$ cat src/rtl/bfloat16_div.sv
// bfloat16_div -- multi-cycle bfloat16 divider, Q = A / B.
//
// A restoring divider produces one quotient bit per cycle from the two
// 8-bit significands. The quotient is then normalised and rounded to
// nearest-even. Special operands (NaN, infinity, zero, subnormals flushed
// to zero) bypass the divider and produce their result directly.
//
// Ports:
//   clk        clock, rising edge
//   rst        asynchronous active-high reset
//   A, B       bfloat16 dividend / divisor, latched on acceptance
//   in_valid   operand pair valid
//   in_ready   block idle and able to accept operands
//   Q          registered bfloat16 quotient
//   out_valid  Q valid; held until out_ready is sampled high
//   out_ready  consumer accepts Q
//   flags      {invalid, div_by_zero, overflow, underflow}. This port exists
//              only when macro BF16DIV_FLAGS_EN is defined.
//
// Latency, counting the acceptance edge as edge 1: out_valid rises on edge 12
// for normal operands (1 accept + 10 DIVIDE + 1 ROUND) and on edge 1 for
// special cases.
module bfloat16_div (
  input  logic        clk,
  input  logic        rst,
  input  logic [15:0] A,
  input  logic [15:0] B,
  input  logic        in_valid,
  output logic        in_ready,
  output logic [15:0] Q,
  output logic        out_valid,
  input  logic        out_ready
`ifdef BF16DIV_FLAGS_EN
  ,
  output logic [3:0]  flags
`endif
);

  typedef enum logic [1:0] {S_IDLE, S_DIVIDE, S_ROUND, S_DONE} state_t;

  state_t      r_state;
  logic [3:0]  r_cnt;
  logic        r_sign;
  logic [7:0]  r_ea, r_eb, r_mb;
  logic [8:0]  r_rem;
  logic [9:0]  r_q;

  // ---- special-case classification of the incoming operands ----
  logic w_sign, w_emax_a, w_emax_b, w_za, w_zb, w_nan_a, w_nan_b, w_inf_a, w_inf_b;
  logic w_nan, w_inf, w_zero, w_special;
  logic [15:0] w_spec_q;

  assign w_sign   = A[15] ^ B[15];
  assign w_emax_a = &A[14:7];
  assign w_emax_b = &B[14:7];
  assign w_za     = ~|A[14:7];
  assign w_zb     = ~|B[14:7];
  assign w_nan_a  = w_emax_a & (|A[6:0]);
  assign w_nan_b  = w_emax_b & (|B[6:0]);
  assign w_inf_a  = w_emax_a & ~(|A[6:0]);
  assign w_inf_b  = w_emax_b & ~(|B[6:0]);

  // Priority NaN > infinity > zero is built into the masking below.
  assign w_nan     = w_nan_a | w_nan_b | (w_za & w_zb) | (w_inf_a & w_inf_b);
  assign w_inf     = ~w_nan & (w_inf_a | (~w_za & w_zb));
  assign w_zero    = ~w_nan & ~w_inf & (w_za | w_inf_b);
  assign w_special = w_nan | w_inf | w_zero;
  assign w_spec_q  = w_nan ? {w_sign, 8'hFF, 7'h40} :
                     w_inf ? {w_sign, 8'hFF, 7'h00} :
                             {w_sign, 8'h00, 7'h00};

`ifdef BF16DIV_FLAGS_EN
  logic w_dbz;
  assign w_dbz = ~w_za & ~w_emax_a & w_zb;
`endif

  // ---- restoring divide step ----
  // The partial remainder stays below 2*mb, so after a conditional subtract
  // it fits in 8 bits and the left shift never loses a bit.
  logic       w_ge;
  logic [8:0] w_sub, w_rem_sel, w_rem_nx;

  assign w_ge      = (r_rem >= {1'b0, r_mb});
  assign w_sub     = r_rem - {1'b0, r_mb};
  assign w_rem_sel = w_ge ? w_sub : r_rem;
  assign w_rem_nx  = {w_rem_sel[7:0], 1'b0};

  // ---- normalise and round ----
  logic              w_norm, w_guard, w_sticky, w_inc, w_ovf, w_unf;
  logic [6:0]        w_frac;
  logic [7:0]        w_frac_r;
  logic signed [9:0] w_exp;
  logic [15:0]       w_res;

  assign w_norm   = r_q[9];
  assign w_frac   = w_norm ? r_q[8:2] : r_q[7:1];
  assign w_guard  = w_norm ? r_q[1]   : r_q[0];
  assign w_sticky = (w_norm & r_q[0]) | (r_rem != 9'd0);
  assign w_inc    = w_guard & (w_sticky | w_frac[0]);
  assign w_frac_r = {1'b0, w_frac} + {7'd0, w_inc};
  // A carry out of the fraction bumps the exponent. The low 7 bits are
  // already zero in that case.
  assign w_exp    = $signed({2'b00, r_ea}) - $signed({2'b00, r_eb})
                  + (w_norm ? 10'sd127 : 10'sd126)
                  + $signed({9'd0, w_frac_r[7]});
  assign w_ovf    = (w_exp >= 10'sd255);
  assign w_unf    = (w_exp <= 10'sd0);
  assign w_res    = w_ovf ? {r_sign, 8'hFF, 7'h00} :
                    w_unf ? {r_sign, 8'h00, 7'h00} :
                            {r_sign, w_exp[7:0], w_frac_r[6:0]};

  always_ff @(posedge clk or posedge rst) begin
    if (rst) begin
      r_state   <= S_IDLE;
      r_cnt     <= 4'd0;
      r_sign    <= 1'b0;
      r_ea      <= 8'd0;
      r_eb      <= 8'd0;
      r_mb      <= 8'd0;
      r_rem     <= 9'd0;
      r_q       <= 10'd0;
      Q         <= 16'h0000;
      out_valid <= 1'b0;
      in_ready  <= 1'b1;
`ifdef BF16DIV_FLAGS_EN
      flags     <= 4'd0;
`endif
    end else begin
      case (r_state)
        S_IDLE: if (in_valid) begin
          in_ready <= 1'b0;
          r_sign   <= w_sign;
          if (w_special) begin
            Q         <= w_spec_q;
            out_valid <= 1'b1;
            r_state   <= S_DONE;
`ifdef BF16DIV_FLAGS_EN
            flags     <= {w_nan, w_dbz, 2'b00};
`endif
          end else begin
            r_ea    <= A[14:7];
            r_eb    <= B[14:7];
            r_mb    <= {1'b1, B[6:0]};
            r_rem   <= {2'b01, A[6:0]};
            r_q     <= 10'd0;
            r_cnt   <= 4'd0;
            r_state <= S_DIVIDE;
          end
        end
        S_DIVIDE: begin
          r_q   <= {r_q[8:0], w_ge};
          r_rem <= w_rem_nx;
          if (r_cnt == 4'd9) begin
            r_cnt   <= 4'd0;
            r_state <= S_ROUND;
          end else begin
            r_cnt <= r_cnt + 4'd1;
          end
        end
        S_ROUND: begin
          Q         <= w_res;
          out_valid <= 1'b1;
          r_state   <= S_DONE;
`ifdef BF16DIV_FLAGS_EN
          flags     <= {2'b00, w_ovf, w_unf};
`endif
        end
        S_DONE: if (out_ready) begin
          out_valid <= 1'b0;
          in_ready  <= 1'b1;
          r_state   <= S_IDLE;
        end
        default: r_state <= S_IDLE;
      endcase
    end
  end

endmodule
$ cat config.mk
export PLATFORM = sky130hd
export DESIGN_NAME = bfloat16_div
export DESIGN_NICKNAME = d
export VERILOG_FILES = /design/src/rtl/bfloat16_div.sv
export SDC_FILE = /design/constraint.sdc
export NUM_CORES = 1
export LEC_CHECK = 0
export ABC_AREA = 1
export CAP_MARGIN = 20
export CELL_PAD_IN_SITES_DETAIL_PLACEMENT = 0
export CELL_PAD_IN_SITES_GLOBAL_PLACEMENT = 1
export CORE_AREA = 2 2 108 110
export DETAILED_ROUTE_END_ITERATION = 16
export DIE_AREA = 0 0 110 112
export PLACE_DENSITY_LB_ADDON = 0.15
export SETUP_SLACK_MARGIN = 0.1
export SYNTH_ARGS = -nofsm -noshare
export SYNTH_HDL_FRONTEND = slang
export SYNTH_SLANG_ARGS = --single-unit
$ cat constraint.sdc
create_clock -name clk -period 3.95 [get_ports clk]
set_input_delay 0.395 -clock clk [delete_from_list [all_inputs] [get_ports clk]]
set_output_delay 0.395 -clock clk [all_outputs]
set_load 0.005 [all_outputs]
==> flow_summary.html, run 1 <==
<table>
<tr><th>Metric</th><th>Value</th></tr>
<tr><th colspan="2">Power</th></tr>
<tr><td>Peak VDD IR</td><td>489 uV</td></tr>
<tr><td>Ratio of total power to cell area</td><td>990 nW/um2</td></tr>
<tr><td>Cell internal power dissipation</td><td>2.83 mW</td></tr>
<tr><td>Portion of total power attributed to sequential cells</td><td>20.9%</td></tr>
<tr><td>Share of power burned in combinational logic</td><td>62.6%</td></tr>
<tr><td>Overall power after layout</td><td>5.45 mW</td></tr>
<tr><td>Switching portion of total power</td><td>48.0%</td></tr>
<tr><td>Static Leakage</td><td>2.63 nW</td></tr>
<tr><td>Clock power frac</td><td>16.5%</td></tr>
<tr><td>Net switching power</td><td>2.62 mW</td></tr>
<tr><th colspan="2">STA</th></tr>
<tr><td>Fin. max-slew vios</td><td>0</td></tr>
<tr><td>Maximum frequency from static timing analysis</td><td>0.287 GHz</td></tr>
<tr><td>Post-Route Skew</td><td>0.00539 ns</td></tr>
<tr><td>Worst slew pin tran</td><td>0.727 ns</td></tr>
<tr><td>RSZ-0062 raised after global routing</td><td>no</td></tr>
<tr><td>Final worst path period share</td><td>88.1%</td></tr>
<tr><td>Sum Neg Setup Slack</td><td>0 ns</td></tr>
<tr><td>Number of setup violations in the final report</td><td>0</td></tr>
<tr><td>Final period demand of the worst path</td><td>3.48 ns</td></tr>
<tr><td>Final Hold Viols</td><td>0</td></tr>
<tr><td>Final worst setup slack</td><td>0.469 ns</td></tr>
<tr><td>Max transition margin</td><td>51.5%</td></tr>
<tr><th colspan="2">Placed design</th></tr>
<tr><td>Standard cell area after detailed placement</td><td>5160 um2</td></tr>
<tr><td>Routability Congestion</td><td>0.887</td></tr>
<tr><td>Final HPWL from detailed placement</td><td>8440 um</td></tr>
<tr><td>Input/output buffers</td><td>53</td></tr>
<tr><td>Pre-CTS setup slack</td><td>0.443 ns</td></tr>
<tr><th colspan="2">CTS</th></tr>
<tr><td>Clock Root Buffer</td><td>clkbuf_16</td></tr>
<tr><td>Number of cells upsized or downsized after cts</td><td>0</td></tr>
<tr><td>Clock insertion delay at the later pin of the skew report</td><td>0.33 ns</td></tr>
<tr><td>Number of setup buffers added after CTS</td><td>0</td></tr>
<tr><td>Maximum buffer depth of the clock tree</td><td>2</td></tr>
<tr><td>Clock-pin slew of the registers on the worst-case setup and hold paths</td><td>0.06 ns</td></tr>
<tr><td># hold bufs at CTS</td><td>0</td></tr>
<tr><td>Number of sinks handled by clock tree synthesis</td><td>68</td></tr>
<tr><td>Clock H-tree levels</td><td>3</td></tr>
<tr><td>CTS buffer count</td><td>9</td></tr>
<tr><td>CTS tree</td><td>done</td></tr>
<tr><th colspan="2">GRT</th></tr>
<tr><td>Total Routing Usage GR</td><td>19.3%</td></tr>
<tr><td>Pin count of the biggest net entering global routing</td><td>40</td></tr>
<tr><td>Global-route wire length before repair</td><td>18,600 um</td></tr>
<tr><td>Antenna violations before repair</td><td>0</td></tr>
<tr><td>Total grt overflow</td><td>0</td></tr>
<tr><td>Number of global-route vias before repair</td><td>4,069</td></tr>
<tr><th colspan="2">Route</th></tr>
<tr><td>Residual DRC</td><td>0</td></tr>
<tr><td>First-pass detailed-route iteration total</td><td>4</td></tr>
<tr><td>Post-detailed-routing wire length</td><td>10,800 um</td></tr>
<tr><td>DRC marker count from the first detailed-route iteration</td><td>157</td></tr>
<tr><td>Final antenna-violating net count</td><td>0</td></tr>
<tr><td>Routed wire per std cell</td><td>13.3 um</td></tr>
<tr><td>Via count</td><td>4,076</td></tr>
<tr><td>Via-per-instance ratio</td><td>5.01</td></tr>
<tr><th colspan="2">Yosys</th></tr>
<tr><td>Largest family of logic cells by synthesized area</td><td>simple AND/OR/NAND/NOR gates</td></tr>
<tr><td>Share of the synthesized area in compound gates (AO/OA/AOI/OAI)</td><td>15.8%</td></tr>
<tr><td>Top flip-flop cell by instance count after synthesis</td><td>dfrtp_1</td></tr>
<tr><td>Ranking of synthesized cells by area</td><td>dfrtp_1, nand2_1, inv_1, ha_1, o21ai_0</td></tr>
<tr><td>Proportion of synthesized area in mux cells</td><td>0%</td></tr>
<tr><td>Post-Syn Nets</td><td>675</td></tr>
<tr><td>Area fraction in and, or, nand and nor cells after synthesis</td><td>27.9%</td></tr>
<tr><td>Post-synthesis xor/xnor area fraction</td><td>1.17%</td></tr>
<tr><td>Synthesis-stage register bit count</td><td>68</td></tr>
<tr><td>Combined area of all synthesized cells</td><td>4500 um2</td></tr>
<tr><td>Unique masters post-synth</td><td>40</td></tr>
<tr><td>Post-Syn Area per Cell</td><td>7.35 um2</td></tr>
<tr><td>Share of synthesized flip-flops with an asynchronous set or reset</td><td>100%</td></tr>
<tr><td>Adder-cell share of the synthesized area</td><td>8.01%</td></tr>
<tr><td>EDFF count, synth</td><td>0</td></tr>
<tr><td>Area leader, netlist</td><td>dfrtp_1</td></tr>
<tr><td>Synth Instances</td><td>612</td></tr>
<tr><td>Sequential share of the synthesized area</td><td>37.9%</td></tr>
<tr><td>Post-synth top area share</td><td>37.3%</td></tr>
<tr><td>Synthesis warning total</td><td>0</td></tr>
<tr><th colspan="2">Final layout</th></tr>
<tr><td>Final cell utilization of the core</td><td>49.3%</td></tr>
<tr><td>Post-synthesis to final-layout area growth</td><td>22.4%</td></tr>
<tr><td>Count of fill cells added during filler insertion</td><td>1,126</td></tr>
<tr><td>Layout Cell Area excl Fill</td><td>5510 um2</td></tr>
<tr><td>Layout cells sized above 1</td><td>8.36%</td></tr>
<tr><td>Diode count</td><td>0</td></tr>
<tr><td>Total Nets Final</td><td>728</td></tr>
<tr><th colspan="2">Critical path</th></tr>
<tr><td>Worst EP arrival</td><td>3.69 ns</td></tr>
<tr><td>Required arrival time at the worst endpoint</td><td>4.16 ns</td></tr>
<tr><td>Critical Path Source Type</td><td>flip-flop</td></tr>
<tr><td>Crit Path Class</td><td>flip-flop to flip-flop</td></tr>
<tr><td>Largest fanout of any net on the critical path</td><td>18</td></tr>
<tr><td>Crit path capture type</td><td>flip-flop</td></tr>
<tr><th colspan="2">Floorplan</th></tr>
<tr><td>Die area</td><td>12,300 um2</td></tr>
<tr><td>Top-Level Pins</td><td>54</td></tr>
<tr><td>Row Count</td><td>39</td></tr>
<tr><td>Core ar.</td><td>11,200 um2</td></tr>
<tr><td>Die Width</td><td>110 um</td></tr>
<tr><td>Initial Util</td><td>40.3%</td></tr>
<tr><td>Height of the die</td><td>112 um</td></tr>
<tr><th colspan="2">Status</th></tr>
<tr><td>Status</td><td>complete, no violations</td></tr>
<tr><th colspan="2">Min path</th></tr>
<tr><td>Min-delay worst type</td><td>primary input to asynchronous set/reset pin</td></tr>
<tr><th colspan="2">Run</th></tr>
<tr><td>Max-cap check violation count</td><td>0</td></tr>
</table>
## cell usage after synthesis (6+ instances only)
library cell,n
nand2_1,153
or2_2,8
nor3_1,10
nand2_2,6
ha_1,24
nor2_1,43
nand3_1,34
nand4_1,11
clkbuf_1,7
dfrtp_1,67
a21boi_1,7
nor4_1,6
a21oi_1,37
buf_2,6
o21ai_0,48
inv_1,87
o22ai_1,11
## flip-flops by register name, indices dropped and copies added (netlist names)
register and count:
r_q 10, r_mb 8, r_sign 1, r_cnt 4
r_state 2, r_rem 9, in_ready 1, r_ea 8
out_valid 1, r_eb 8, Q 16
## cell usage in the layout (no fill, tap or decap), types with 4 or more instances in the layout
cell type / synthesis / layout
nand2_1: 153 / 153
inv_1: 87 / 86
dfrtp_1: 67 / 67
clkdlybuf4s50_1: 0 / 53
o21ai_0: 48 / 48
nor2_1: 43 / 43
a21oi_1: 37 / 37
nand3_1: 34 / 34
ha_1: 24 / 24
nand4_1: 11 / 11
o22ai_1: 11 / 11
nor3_1: 10 / 10
clkbuf_16: 0 / 9
or2_2: 8 / 8
a21boi_1: 7 / 7
nand2_2: 6 / 6
nor4_1: 6 / 5
nand3_2: 5 / 5
inv_2: 4 / 5
xor2_1: 5 / 5
buf_4: 1 / 4
## cell families after synthesis
logic type | after synthesis
buffers and inverters | 106
AND/OR/NAND/NOR | 283
XOR/XNOR | 6
flip-flops | 68
AO/OA/AOI/OAI | 122
adder cells (fa/ha/maj) | 27
## final cells by class
type                       count  area (um2)  share of cell area, %
clock buffer                  12         267                   4.84
clock inverter                 4        70.1                   1.27
inverter                      91         342                   6.20
multi-input combinational    438        2380                   43.3
sequential                    68        1700                   30.9
tap                          143         179                   3.25
timing repair buffer          57         561                   10.2
## power by group through the flow
stage	combinational, mW	clock [mW]	sequential [mW]
6_report	3.41	0.898	1.14
5_1_grt	3.96	0.948	1.18
3_3_place_gp	3.38	0	1.15
3_5_place_dp	3.43	0	1.15
2_1_floorplan	2.68	0	1.11
4_1_cts	3.45	0.919	1.14
## per-stage QoR
| stage | hold WS [ns] | cells |
|---|---|---|
| after floorplan | 0.426 | 612 |
| after global placement | 0.448 | 797 |
| after detailed placement | 0.452 | 797 |
| after CTS | 0.227 | 813 |
| after global routing | 0.237 | 813 |
| final | 0.238 | 813 |
## worst max-delay path, stage by stage, from the launching register on
cell and delay, ns:
dfrtp_1 0.59, o21ai_0 0.18, nor2_1 0.24, nand3_1 0.17, nor4_2 0.23, nand2_1 0.12
fa_1 0.45, ha_1 0.34, nand2_1 0.06, nor2_1 0.10, nand3_1 0.09, nor2_1 0.11
nand2_1 0.05, nor2_1 0.08, nand2_1 0.08, nand2_2 0.14, nand2_1 0.10, nand2_1 0.07
nand2_1 0.04, nand2_1 0.05, a21oi_1 0.06
## worst paths after layout
check                                          from              endpoint  slack [ns]  depth (start not counted)
worst min register to register  r_mb[7]$_DFFE_PP0P_   r_mb[7]$_DFFE_PP0P_        0.46                          2
min in group clk                r_mb[7]$_DFFE_PP0P_   r_mb[7]$_DFFE_PP0P_        0.46                          2
max in group asynchronous                       rst  r_rem[5]$_DFFE_PP0P_        3.01                          3
worst max-delay path             r_q[9]$_DFFE_PP0P_      Q[9]$_DFFE_PP0P_        0.47                         20
worst min-delay path                            rst   r_ea[6]$_DFFE_PP0P_        0.24                          2
worst max register to register   r_q[9]$_DFFE_PP0P_      Q[9]$_DFFE_PP0P_        0.47                         20
## layer usage
layer	GRT usage [%]	part of all wire [%]
met1	24.1	46
met2	33.8	50
met3	3.51	1.9
met4	4.81	1.3
met5	0	0
(Power assumes the default switching activity.)
==> inputs of run 2 (changes only) <==
- MAX_ROUTING_LAYER: default -> met4
==> run 2 against run 1 <==
Compared with the run above: clock skew barely moved; final cell count did not move; utilization did not move; combinational power barely moved; die area did not move; wire length fell by 0.18%; highest routed layer unchanged.
==> flow_summary.html, run 2 (synthesized netlist as in run 1, its figures left out) <==
<table>
<tr><th>Metric</th><th>Value</th></tr>
<tr><th colspan="2">STA</th></tr>
<tr><td>RSZ-0062 raised after global routing</td><td>no</td></tr>
<tr><td>Sum Neg Setup Slack</td><td>0 ns</td></tr>
<tr><td>Fin. max-slew vios</td><td>0</td></tr>
<tr><td>Worst slew pin tran</td><td>0.728 ns</td></tr>
<tr><td>Final period demand of the worst path</td><td>3.48 ns</td></tr>
<tr><td>Minimum hold slack</td><td>0.239 ns</td></tr>
<tr><td>Number of setup violations in the final report</td><td>0</td></tr>
<tr><td>Maximum frequency from static timing analysis</td><td>0.287 GHz</td></tr>
<tr><td>Final worst path period share</td><td>88.2%</td></tr>
<tr><td>Max transition margin</td><td>51.5%</td></tr>
<tr><td>Final worst setup slack</td><td>0.466 ns</td></tr>
<tr><td>Final Hold Viols</td><td>0</td></tr>
<tr><td>Post-Route Skew</td><td>0.00546 ns</td></tr>
<tr><th colspan="2">Power</th></tr>
<tr><td>Peak VDD IR</td><td>489 uV</td></tr>
<tr><td>Ratio of total power to cell area</td><td>990 nW/um2</td></tr>
<tr><td>Static Leakage</td><td>2.63 nW</td></tr>
<tr><th colspan="2">Final layout</th></tr>
<tr><td>Total Nets Final</td><td>728</td></tr>
<tr><td>Register ranked first by flip-flop count</td><td>Q</td></tr>
<tr><td>Max reg flops</td><td>16</td></tr>
<tr><td>Count of fill cells added during filler insertion</td><td>1,126</td></tr>
<tr><td>Multi-input gate area in the final layout</td><td>2380 um2</td></tr>
<tr><td>Post-synthesis to final-layout area growth</td><td>22.4%</td></tr>
<tr><td>Highest-count cells in the layout ignoring fill and taps</td><td>nand2_1, inv_1, dfrtp_1</td></tr>
<tr><td>Diode count</td><td>0</td></tr>
<tr><td>Layout Cell Area excl Fill</td><td>5510 um2</td></tr>
<tr><td>Register Area</td><td>1700 um2</td></tr>
<tr><td>Layout cells sized above 1</td><td>8.36%</td></tr>
<tr><td>Largest registers in the final layout</td><td>Q x16, r_q x10, r_rem x9</td></tr>
<tr><td>Final cell utilization of the core</td><td>49.3%</td></tr>
<tr><td>Most common cell after layout, fill and taps aside</td><td>nand2_1</td></tr>
<tr><th colspan="2">GRT</th></tr>
<tr><td>Total Routing Usage GR</td><td>19.8%</td></tr>
<tr><td>Number of global-route vias before repair</td><td>4,067</td></tr>
<tr><td>Total grt overflow</td><td>0</td></tr>
<tr><td>Antenna violations before repair</td><td>0</td></tr>
<tr><td>Pin count of the biggest net entering global routing</td><td>40</td></tr>
<tr><td>Global-route wire length before repair</td><td>18,600 um</td></tr>
<tr><th colspan="2">Route</th></tr>
<tr><td>DRC marker count from the first detailed-route iteration</td><td>161</td></tr>
<tr><td>Residual DRC</td><td>0</td></tr>
<tr><td>Via count</td><td>4,086</td></tr>
<tr><td>Routed wire per std cell</td><td>13.3 um</td></tr>
<tr><td>Via-per-instance ratio</td><td>5.03</td></tr>
<tr><td>Final antenna-violating net count</td><td>0</td></tr>
<tr><td>First-pass detailed-route iteration total</td><td>4</td></tr>
<tr><td>Post-detailed-routing wire length</td><td>10,800 um</td></tr>
<tr><th colspan="2">Floorplan</th></tr>
<tr><td>Row Count</td><td>39</td></tr>
<tr><td>Die Width</td><td>110 um</td></tr>
<tr><td>Core ar.</td><td>11,200 um2</td></tr>
<tr><td>Die area</td><td>12,300 um2</td></tr>
<tr><td>Top-Level Pins</td><td>54</td></tr>
<tr><td>Height of the die</td><td>112 um</td></tr>
<tr><td>Initial Util</td><td>40.3%</td></tr>
<tr><th colspan="2">CTS</th></tr>
<tr><td># hold bufs at CTS</td><td>0</td></tr>
<tr><td>Maximum buffer depth of the clock tree</td><td>2</td></tr>
<tr><td>Number of cells upsized or downsized after cts</td><td>0</td></tr>
<tr><td>Number of sinks handled by clock tree synthesis</td><td>68</td></tr>
<tr><td>Clock-pin slew of the registers on the worst-case setup and hold paths</td><td>0.06 ns</td></tr>
<tr><td>Clock Root Buffer</td><td>clkbuf_16</td></tr>
<tr><td>Number of setup buffers added after CTS</td><td>0</td></tr>
<tr><td>Clock H-tree levels</td><td>3</td></tr>
<tr><td>CTS buffer count</td><td>9</td></tr>
<tr><td>Clock insertion delay at the later pin of the skew report</td><td>0.33 ns</td></tr>
<tr><td>CTS tree</td><td>done</td></tr>
<tr><th colspan="2">Critical path</th></tr>
<tr><td>Critical Path Source Type</td><td>flip-flop</td></tr>
<tr><td>Required arrival time at the worst endpoint</td><td>4.16 ns</td></tr>
<tr><td>Worst EP arrival</td><td>3.69 ns</td></tr>
<tr><td>Reg2reg setup slack</td><td>0.47 ns</td></tr>
<tr><td>Largest fanout of any net on the critical path</td><td>18</td></tr>
<tr><td>Crit path capture type</td><td>flip-flop</td></tr>
<tr><td>Crit Path Class</td><td>flip-flop to flip-flop</td></tr>
<tr><th colspan="2">Placed design</th></tr>
<tr><td>Final HPWL from detailed placement</td><td>8440 um</td></tr>
<tr><td>Input/output buffers</td><td>53</td></tr>
<tr><td>Routability Congestion</td><td>0.901</td></tr>
<tr><td>Pre-CTS setup slack</td><td>0.443 ns</td></tr>
<tr><td>Standard cell area after detailed placement</td><td>5160 um2</td></tr>
<tr><th colspan="2">Status</th></tr>
<tr><td>Status</td><td>complete, no violations</td></tr>
<tr><th colspan="2">Min path</th></tr>
<tr><td>Min-delay worst type</td><td>primary input to asynchronous set/reset pin</td></tr>
<tr><th colspan="2">Run</th></tr>
<tr><td>Max-cap check violation count</td><td>0</td></tr>
</table>
## run 2: where the power goes
| part | switching, mW | internal, mW | leakage, nW |
|---|---|---|---|
| sequential | 0.169 | 0.970 | 0.850 |
| clock | 0.296 | 0.602 | 0.169 |
| combinational | 2.15 | 1.26 | 1.61 |
## run 2: final timing paths
check / from / end / cells past startpoint
worst max register to register: r_q[9]$_DFFE_PP0P_ / Q[9]$_DFFE_PP0P_ / 20
worst min register to register: r_mb[7]$_DFFE_PP0P_ / r_mb[7]$_DFFE_PP0P_ / 2
max in group asynchronous: rst / r_rem[5]$_DFFE_PP0P_ / 3
worst max-delay path: r_q[9]$_DFFE_PP0P_ / Q[9]$_DFFE_PP0P_ / 20
min in group clk: r_mb[7]$_DFFE_PP0P_ / r_mb[7]$_DFFE_PP0P_ / 2
worst min-delay path: rst / r_ea[6]$_DFFE_PP0P_ / 2
## run 2: area by class of cell
type                       count  area share [%]
clock inverter                 4            1.27
clock buffer                  12            4.84
sequential                    68            30.9
tap                          143            3.25
inverter                      91            6.20
multi-input combinational    438            43.3
timing repair buffer          57            10.2
## run 2: critical path, stage by stage, from the launching register on
cell	delay, ns
dfrtp_1	0.60
o21ai_0	0.18
nor2_1	0.24
nand3_1	0.17
nor4_2	0.22
nand2_1	0.12
fa_1	0.45
ha_1	0.34
nand2_1	0.06
nor2_1	0.10
nand3_1	0.09
nor2_1	0.11
nand2_1	0.05
nor2_1	0.08
nand2_1	0.08
nand2_2	0.14
nand2_1	0.10
nand2_1	0.07
nand2_1	0.04
nand2_1	0.05
a21oi_1	0.06
## run 2: stage by stage
stage / total power, mW / instances
after floorplan: 3.79 / 612
after global placement: 4.53 / 797
after detailed placement: 4.58 / 797
after CTS: 5.52 / 813
after global routing: 6.09 / 813
final: 5.45 / 813
## run 2: layer usage
layer / vias to the layer above / GRT usage [%] / part of all wire, %
met2: 36 / 33.8 / 51
met5: - / - / 0
met1: 1937 / 24.1 / 46
li1: 2104 / - / -
met4: 0 / 4.81 / 1.3
met3: 9 / 3.51 / 2.0
